<file path="config.mk">
export PLATFORM = sky130hd
export DESIGN_NAME = tmem_read_responder_flat
export DESIGN_NICKNAME = d
export VERILOG_FILES = /design/src/rtl/tmem_read_responder_if.sv /design/src/rtl/tmem_read_responder.sv /design/src/flat_wrapper.sv
export SDC_FILE = /design/constraint.sdc
export NUM_CORES = 1
export LEC_CHECK = 0
export BUFFER_PORTS_ARGS = -buffer_cell sky130_fd_sc_hd__buf_2
export CORE_AREA = 2 2 239 241
export CTS_CLUSTER_DIAMETER = 200
export CTS_CLUSTER_SIZE = 16
export DETAILED_ROUTE_END_ITERATION = 8
export DIE_AREA = 0 0 241 243
export GPL_ROUTABILITY_DRIVEN = 0
export PLACE_DENSITY = 0.45
export SLEW_MARGIN = 20
export SYNTH_ARGS = -nofsm -noshare
export SYNTH_HDL_FRONTEND = slang
export SYNTH_SLANG_ARGS = --single-unit
</file>
<file path="constraint.sdc">
create_clock -name clk -period 1.6 [get_ports clk]
set_input_delay 0.32 -clock clk [delete_from_list [all_inputs] [get_ports clk]]
set_output_delay 0.32 -clock clk [all_outputs]
set_load 0.05 [all_outputs]
</file>
<file path="src/rtl/tmem_read_responder_if.sv">
// tmem_read_responder_if: request/response and backing-memory signals of the TMEM read responder
interface tmem_read_responder_if #(
    parameter int NUM_CORES = 4,
    parameter int DATA_W = 96,
    parameter int ADDR_W = 16
);
    logic [NUM_CORES*DATA_W-1:0] read_address;
    logic [NUM_CORES-1:0] data_request;
    logic [DATA_W-1:0] read_data;
    logic [NUM_CORES-1:0] data_available;
    logic [ADDR_W-1:0] mem_address;
    logic mem_read_enable;
    logic [DATA_W-1:0] mem_data;
    logic mem_data_valid;
    logic timeout_error;
    modport slave (
        input read_address, data_request, mem_data, mem_data_valid,
        output read_data, data_available, mem_address, mem_read_enable, timeout_error
    );
    modport master (
        output read_address, data_request, mem_data, mem_data_valid,
        input read_data, data_available, mem_address, mem_read_enable, timeout_error
    );
endinterface

</file>
<file path="src/rtl/tmem_read_responder.sv">
// tmem_read_responder: round-robin TMEM read arbiter with one outstanding memory read and timeout
module tmem_read_responder #(
    parameter int NUM_CORES = 4,
    parameter int DATA_W = 96,
    parameter int ADDR_W = 16,
    parameter int TIMEOUT = 64
) (
    input logic clk,
    input logic rst,
    tmem_read_responder_if.slave bus
);
    localparam int IW = NUM_CORES > 1 ? $clog2(NUM_CORES) : 1;
    localparam int CW = $clog2(TIMEOUT);
    typedef enum logic [1:0] {IDLE, WAIT, RESPOND} state_t;
    state_t state, state_n;
    logic [IW-1:0] grant, grant_n, last, last_n, pick;
    logic [CW-1:0] cnt, cnt_n;
    logic [DATA_W-1:0] data_q, data_n, rd_n;
    logic [NUM_CORES-1:0] holdoff, holdoff_n, eligible, avail_n;
    logic [ADDR_W-1:0] addr_n;
    logic to_q, to_n, re_n, terr_n, found;
    logic unused;
    assign unused = ^bus.read_address;
    always_comb begin
        eligible = bus.data_request & ~holdoff;
        pick = last;
        found = 1'b0;
        for (int k = 1; k <= NUM_CORES; k++) begin
            if (!found && eligible[(int'(last) + k) % NUM_CORES]) begin
                found = 1'b1;
                pick = IW'((int'(last) + k) % NUM_CORES);
            end
        end
    end
    always_comb begin
        state_n = state;
        grant_n = grant;
        cnt_n = cnt;
        data_n = data_q;
        to_n = to_q;
        last_n = last;
        holdoff_n = '0;
        rd_n = bus.read_data;
        avail_n = '0;
        re_n = 1'b0;
        terr_n = 1'b0;
        addr_n = bus.mem_address;
        case (state)
            IDLE: begin
                if (found) begin
                    state_n = WAIT;
                    grant_n = pick;
                    addr_n = bus.read_address[int'(pick)*DATA_W +: ADDR_W];
                    re_n = 1'b1;
                    cnt_n = '0;
                    to_n = 1'b0;
                end
            end
            WAIT: begin
                cnt_n = cnt + 1'b1;
                if (bus.mem_data_valid) begin
                    data_n = bus.mem_data;
                    state_n = RESPOND;
                end else if (cnt == CW'(TIMEOUT - 1)) begin
                    data_n = '0;
                    to_n = 1'b1;
                    state_n = RESPOND;
                end
            end
            RESPOND: begin
                // an aborted requester still costs a slot but receives no strobe
                rd_n = data_q;
                avail_n[grant] = bus.data_request[grant];
                terr_n = to_q;
                last_n = grant;
                holdoff_n[grant] = 1'b1;
                state_n = IDLE;
            end
            default: state_n = IDLE;
        endcase
    end
    always_ff @(posedge clk) begin
        if (rst) begin
            state <= IDLE;
            grant <= '0;
            last <= IW'(NUM_CORES - 1);
            cnt <= '0;
            data_q <= '0;
            to_q <= 1'b0;
            holdoff <= '0;
            bus.read_data <= '0;
            bus.data_available <= '0;
            bus.mem_address <= '0;
            bus.mem_read_enable <= 1'b0;
            bus.timeout_error <= 1'b0;
        end else begin
            state <= state_n;
            grant <= grant_n;
            last <= last_n;
            cnt <= cnt_n;
            data_q <= data_n;
            to_q <= to_n;
            holdoff <= holdoff_n;
            bus.read_data <= rd_n;
            bus.data_available <= avail_n;
            bus.mem_address <= addr_n;
            bus.mem_read_enable <= re_n;
            bus.timeout_error <= terr_n;
        end
    end
endmodule

</file>
<file path="src/flat_wrapper.sv">
// flat-port wrapper written by rule: the top's interface ports become plain ports
module tmem_read_responder_flat 
#(
    parameter int NUM_CORES = 4,
    parameter int DATA_W = 96,
    parameter int ADDR_W = 16,
    parameter int TIMEOUT = 64
)
  (clk, rst, bus_read_address, bus_data_request, bus_mem_data, bus_mem_data_valid, bus_read_data, bus_data_available, bus_mem_address, bus_mem_read_enable, bus_timeout_error);
  tmem_read_responder_if #(.NUM_CORES(NUM_CORES), .DATA_W(DATA_W), .ADDR_W(ADDR_W)) bus_i ();
  input logic clk;
  input logic rst;
  input wire logic [$bits(bus_i.read_address)-1:0] bus_read_address;
  input wire logic [$bits(bus_i.data_request)-1:0] bus_data_request;
  input wire logic [$bits(bus_i.mem_data)-1:0] bus_mem_data;
  input wire logic [$bits(bus_i.mem_data_valid)-1:0] bus_mem_data_valid;
  output wire logic [$bits(bus_i.read_data)-1:0] bus_read_data;
  output wire logic [$bits(bus_i.data_available)-1:0] bus_data_available;
  output wire logic [$bits(bus_i.mem_address)-1:0] bus_mem_address;
  output wire logic [$bits(bus_i.mem_read_enable)-1:0] bus_mem_read_enable;
  output wire logic [$bits(bus_i.timeout_error)-1:0] bus_timeout_error;
  assign bus_i.read_address = bus_read_address;
  assign bus_i.data_request = bus_data_request;
  assign bus_i.mem_data = bus_mem_data;
  assign bus_i.mem_data_valid = bus_mem_data_valid;
  assign bus_read_data = bus_i.read_data;
  assign bus_data_available = bus_i.data_available;
  assign bus_mem_address = bus_i.mem_address;
  assign bus_mem_read_enable = bus_i.mem_read_enable;
  assign bus_timeout_error = bus_i.timeout_error;
  tmem_read_responder #(.NUM_CORES(NUM_CORES), .DATA_W(DATA_W), .ADDR_W(ADDR_W), .TIMEOUT(TIMEOUT)) u_core (.clk(clk), .rst(rst), .bus(bus_i));
endmodule
</file>
== Yosys cells after proc, flatten, opt, wreduce, memory -nomap -nowiden ==
Index checks and enable logic that the tools add are counted.
Storage, ports and cells
  register bits: 231
  logic and storage cells: 99
  bits of input ports: 487
Operators by class
  multiplexer cells: 37
  multipliers: 1
  $lt $le $gt $ge: 6
  $add $sub $neg: 5
  eq/ne operators: 7
  reductions and logical operators: 21
  shift-type cells: 1
  bitwise operators: 9
Operator list (number)
  $shiftx A384 B32 Y16: 1
  $mux W96: 2
  $mux W1: 18
  $lt A3 B4 Y1 const B: 4
  $mux W2: 7
  $pmux W6 S2: 1
  $reduce_or A2 Y1: 6
  $bmux W1 S2: 5
  $and A4 B4 Y4: 2
  $reduce_and A2 Y1: 4
  $add A6 B1 Y6 const B: 1
  $eq A6 B6 Y1 const B: 1
  $mux W6: 1
  $add A2 B1 Y2 const B: 2
  $add A2 B2 Y2 const B: 2
  $and A1 B1 Y1 const A: 4
  $logic_and A1 B1 Y1: 4
  $mul A2 B2 Y4 const B: 1
  $ne A2 B1 Y1 const B: 2
  $not A4 Y4: 1
  $pmux W2 S2: 1
  $reduce_and A4 Y1: 1
  $reduce_bool A2 Y1: 2
  $logic_not A1 Y1: 3
  other kinds (10): 11

== Depth between registers and ports, before layout ==
  depth in word-level cells: 18
  depth in mapped cells: 8
  gate-level depth less buffers: 6

== Worst setup path after synthesis ==
No wires, ideal clock.
  kind: reg2reg
  start point: register u_core.cnt[0]
  end point: register u_core.data_q[69]
  data required time: 1.535 ns
  cell stages (with the launch flop): 9
  data arrival time: 1.609 ns
  buffers on the path: 2
  slack: -0.074 ns
  cells stage by stage: dfxtp_1 > ha_1 > and3_1 > and3_1 > o21ai_2 > buf_4 > buf_2 > a22oi_1 > nor2_1
Between the ends
  cells in the longest elaborated chain, start to end: 3
RTL lines
  start: declaration: RTL line tmem_read_responder.sv:17  | logic [CW-1:0] cnt, cnt_n;
  start signal: assignment: RTL line tmem_read_responder.sv:100  | cnt <= cnt_n;
  $eq A6 B6 Y1: RTL line tmem_read_responder.sv:64  | end else if (cnt == CW'(TIMEOUT - 1)) begin
  $reduce_bool A2 Y1 (no line)
  $reduce_and A2 Y1 (no line)
  end signal: assignment: RTL line tmem_read_responder.sv:101  | data_q <= data_n;
  end: declaration: RTL line tmem_read_responder.sv:18  | logic [DATA_W-1:0] data_q, data_n, rd_n;
Every way passes these cells.
A chain may end at the register's enable or synchronous reset.

== Worst setup path in the final report ==
  start point: register u_core.holdoff[3]
  end point: register u_core.bus.mem_address[9]
Between the ends
  cells in the longest elaborated chain, start to end: 17
  elaborated cells on any way between the ends: 31
  those cells by class: mul: 1; shift: 1; mux: 20; bitwise: 2; reduce/logical: 7
RTL lines
  start: declaration: RTL line tmem_read_responder.sv:19  | logic [NUM_CORES-1:0] holdoff, holdoff_n, eligible, avail_n;
  start signal: assignment: RTL line tmem_read_responder.sv:103  | holdoff <= holdoff_n;
  $not A4 Y4 (*): RTL line tmem_read_responder.sv:25  | eligible = bus.data_request & ~holdoff;
  $and A4 B4 Y4 (*): RTL line tmem_read_responder.sv:25
  $bmux W1 S2: RTL line tmem_read_responder.sv:29  | if (!found && eligible[(int'(last) + k) % NUM_CORES]) begin
  $mux W1 (not written as such) (2 in series): RTL line tmem_read_responder.sv:29
  $mux W1: RTL line tmem_read_responder.sv:29
  $logic_not A1 Y1: RTL line tmem_read_responder.sv:29
  $logic_and A1 B1 Y1: RTL line tmem_read_responder.sv:29
  $mux W1: RTL line tmem_read_responder.sv:29
  $logic_not A1 Y1: RTL line tmem_read_responder.sv:29
  $logic_and A1 B1 Y1: RTL line tmem_read_responder.sv:29
  $mux W1: RTL line tmem_read_responder.sv:29
  $logic_not A1 Y1: RTL line tmem_read_responder.sv:29
  $logic_and A1 B1 Y1: RTL line tmem_read_responder.sv:29
  $mux W2: RTL line tmem_read_responder.sv:29
  $mul A2 B2 Y4: RTL line tmem_read_responder.sv:53  | addr_n = bus.read_address[int'(pick)*DATA_W +: ADDR_W];
  $shiftx A384 B32 Y16: RTL line tmem_read_responder.sv:53
  end signal: assignment: RTL line tmem_read_responder.sv:106  | bus.mem_address <= addr_n;
  end: declaration: RTL line tmem_read_responder_if.sv:18  | output read_data, data_available, mem_address, mem_read_enable, timeout_error
Every way passes the cells marked *; elsewhere a longest branch is shown, timed or not. The select of a mux whose other input is x is not followed.

==> results.ini <==
[run_status]
violations=setup timing
status=complete, but fails checks

[timing]
clock_skew_ns=0.0224
fin_crit_sh_pct=110
finalMaxSlewViolations=0
max_freq_mhz=566
fin_crit_ns=1.77
worst_pin_slew_ns=0.443
timing.slew.headroom_pct=70.0
hold_violations=0
rsz0062_at_grt=true
whs_ns=0.0365
setup_viol=113
fin_ws_ns=-0.166

[critical_path]
cpPeakStageDelay_ns=0.31
timing.critical_path.buf_inv=2
cp.required_ns=2.01
startpoint_type=register
critPathKind=register to register
slowest_stage=dfxtp_1
crit_chain=and2b_1 -> o22ai_2 -> mux2i_4 -> buf_12 -> buf_12 -> mux2i_4 -> mux2i_1 -> a22o_1
crit_path_end_kind=register
arrival_ns=2.18
crit_fanout=12
crit_path_start=u_core.holdoff[3]$_SDFF_PP0_
rr_startpoint=u_core.holdoff[3]$_SDFF_PP0_
crit_family=multiplexers

[synthesis]
synth-edff-count=0
synthFlopType=dfxtp_1
synth_area_leader_cell=dfxtp_1
synth_top_cell_area_share_pct=54.9
async_reset_ff_share_pct=0
synth.distinct_cells=43
ys_ff_latch=231
synth-warning-count=0
ys_seq_area_share_pct=54.9
synth.area.top_cells=dfxtp_1, nand2_1, a22oi_1
mappedNetlistArea_mm2=0.00843
synthCells=932
syn_avg_cell_area_um2=9.04
syn_nets=1420

[routing]
drc=0
routed_wl_um=33800
dr.first_iter.drc_count=294
ant_nets=0
avgRoutedWirePerCell_um=17.0
vias_per_cell=3.88
dr_total_vias=7719
dr.pass1.iters=4

[global_route]
grt_pass1_vias=7642
grt_pass1_wl_um=48600
grt_max_degree=91
grt_usage_pct=11.0
overflow=0
antenna_found_initial=15

[place]
hpwlAfterDp_um=23000
port_buffers=284
post-place-ws_ns=-0.284

[floorplanning]
core_mm2=0.0560
die_area_mm2=0.0586
ioPinCount=605
rows=87
die_h_um=243
chipWidth_um=241
start_util_pct=15.1

[final_layout]
nets=1716
drive_above_1_share_pct=40.0
area_growth_pct=48.4
post-route-util_pct=22.4

[pwr]
leakage_nw=4.97
ir_drop_v=0.000690
finalPower_mw=12.4
power_density_mw_per_mm2=994

[clock_tree]
max-clock-path-buffers=3
cts_sinks=231
numCtsBuffers=18
clk_latency_ns=0.52
cts_tree=built
ctsHoldBuffers=0
htreeDepth=1
cts.clk_slew.worst_paths_ns=0.08
cts-root-buf=clkbuf_16

[min_path]
hold_class=primary input to register
holdCritStartpoint=bus_data_request[2]

[job]
cap_viol_max_count=0

-- through the flow --
stage | TNS (ns) | instances | area, um^2
3_5_place_dp | -18.70 | 1937 | 11000
2_1_floorplan | 0 | 932 | 8450
5_1_grt | -18.69 | 1986 | 12500
3_3_place_gp | -18.27 | 1937 | 11000
6_report | -11.07 | 1992 | 12500
4_1_cts | -8.95 | 1980 | 12400
-- worst reg2reg max path: cells and delay by family (launching register included) --
| family | cells | cell delay, ns |
|---|---|---|
| buf+inv | 2 | 0.34 |
| mux | 3 | 0.52 |
| simple gates | 1 | 0.21 |
| compound gates | 2 | 0.28 |
| flops | 1 | 0.31 |
-- layout make-up --
| cell class | instances | area [um^2] |
|---|---|---|
| Antenna cell | 8 | 20.0 |
| Clock buffer | 19 | 475 |
| Clock inverter | 1 | 11.3 |
| Fill cell | 6211 | 43400 |
| Multi-Input combinational cell | 627 | 4010 |
| Sequential cell | 231 | 4630 |
| Tap cell | 756 | 946 |
| Timing Repair Buffer | 350 | 2420 |
-- registers in the layout (all words and copies together), names as in the netlist --
register	flops
u_core.bus.data_available	4
u_core.bus.mem_address	16
u_core.grant	2
u_core.holdoff	4
u_core.cnt	6
u_core.state	2
u_core.data_q	96
u_core.bus.timeout_error	1
u_core.bus.read_data	96
u_core.last	2
u_core.bus.mem_read_enable	1
u_core.to_q	1
-- where the power goes --
group	leakage (nW)	internal (mW)	switching, mW
Combinational	2.85	0.920	1.12
Sequential	1.87	5.95	0.135
Clock	0.240	2.12	2.20
Total	4.97	8.99	3.45
-- cell families (layout without fill, tap and decap cells) --
group,Yosys count,count (layout),synth area share [%]
AND/OR/NAND/NOR,348,348,16.8
buffers and inverters,74,370,4.41
AO/OA/AOI/OAI,229,229,17.8
other,0,8,0
multiplexers,49,49,5.97
adder cells (fa/ha/maj),1,1,0.148
flip-flops,231,231,54.9
-- synthesized netlist by cell type (2+ instances only) --
master,n
and2_2,2
buf_2,19
nand2b_4,2
a22oi_1,97
o21ai_0,4
and2b_1,2
nand2_1,200
nand3_1,2
mux2i_1,48
nand3b_1,3
nor2_2,2
and2_1,4
a21oi_1,103
buf_6,2
buf_4,4
buf_8,2
a22o_1,16
nor2_1,115
nor3_1,2
dfxtp_1,231
clkbuf_1,42
buf_1,3
and3_1,4
nand2b_1,4
-- placed cells by master (no fill, tap or decap), types with 2 or more instances in the layout --
master | Yosys | routed
a22o_1 | 16 | 16
and2_1 | 4 | 3
nor3_1 | 2 | 2
a21oi_1 | 103 | 103
dfxtp_2 | 0 | 2
nor2b_4 | 1 | 2
nor2_1 | 115 | 113
o21ai_1 | 0 | 3
clkbuf_16 | 0 | 22
nand2_1 | 200 | 200
mux2i_1 | 48 | 46
buf_2 | 19 | 282
buf_6 | 2 | 4
buf_16 | 0 | 8
nor2_2 | 2 | 3
a22oi_2 | 0 | 96
diode_2 | 0 | 8
and2_2 | 2 | 2
nand3b_1 | 3 | 3
nand2b_1 | 4 | 3
buf_4 | 4 | 30
nand3_1 | 2 | 2
and2b_1 | 2 | 2
and3_4 | 0 | 2
mux2i_4 | 1 | 3
buf_12 | 1 | 22
dfxtp_1 | 231 | 229
nand2b_4 | 2 | 3
and3_1 | 4 | 2
-- routing by layer --
metal  vias up  wire (um)  track usage [%]
li1       3781          -                -
met1      3651      13800             12.5
met2       232      16100             19.2
met3        47       2790             4.16
met4         8        954             3.01
met5         -         60                0
-- worst paths after layout --
check | to | slack, ns | depth (start not counted)
setup / recovery | u_core.bus.mem_address[9]$_SDFFE_PP0P_ | -0.17 | 8
hold / removal | u_core.bus.data_available[2]$_SDFF_PP0_ | 0.04 | 2
setup reg to reg | u_core.bus.mem_address[9]$_SDFFE_PP0P_ | -0.17 | 8
hold reg to reg | u_core.bus.read_data[54]$_SDFFE_PP0N_ | 0.45 | 2
-- what timing repair did --
| action | CTS | global route |
|---|---|---|
| gates resized for setup | 108 | 37 |
| endpoints found under the setup margin | 113 | 119 |
| pin swaps | 3 | 14 |
| setup buffers | 13 | 8 |
| gates cloned | 11 | 3 |
No activity file was read; power rests on OpenSTA's default activity.
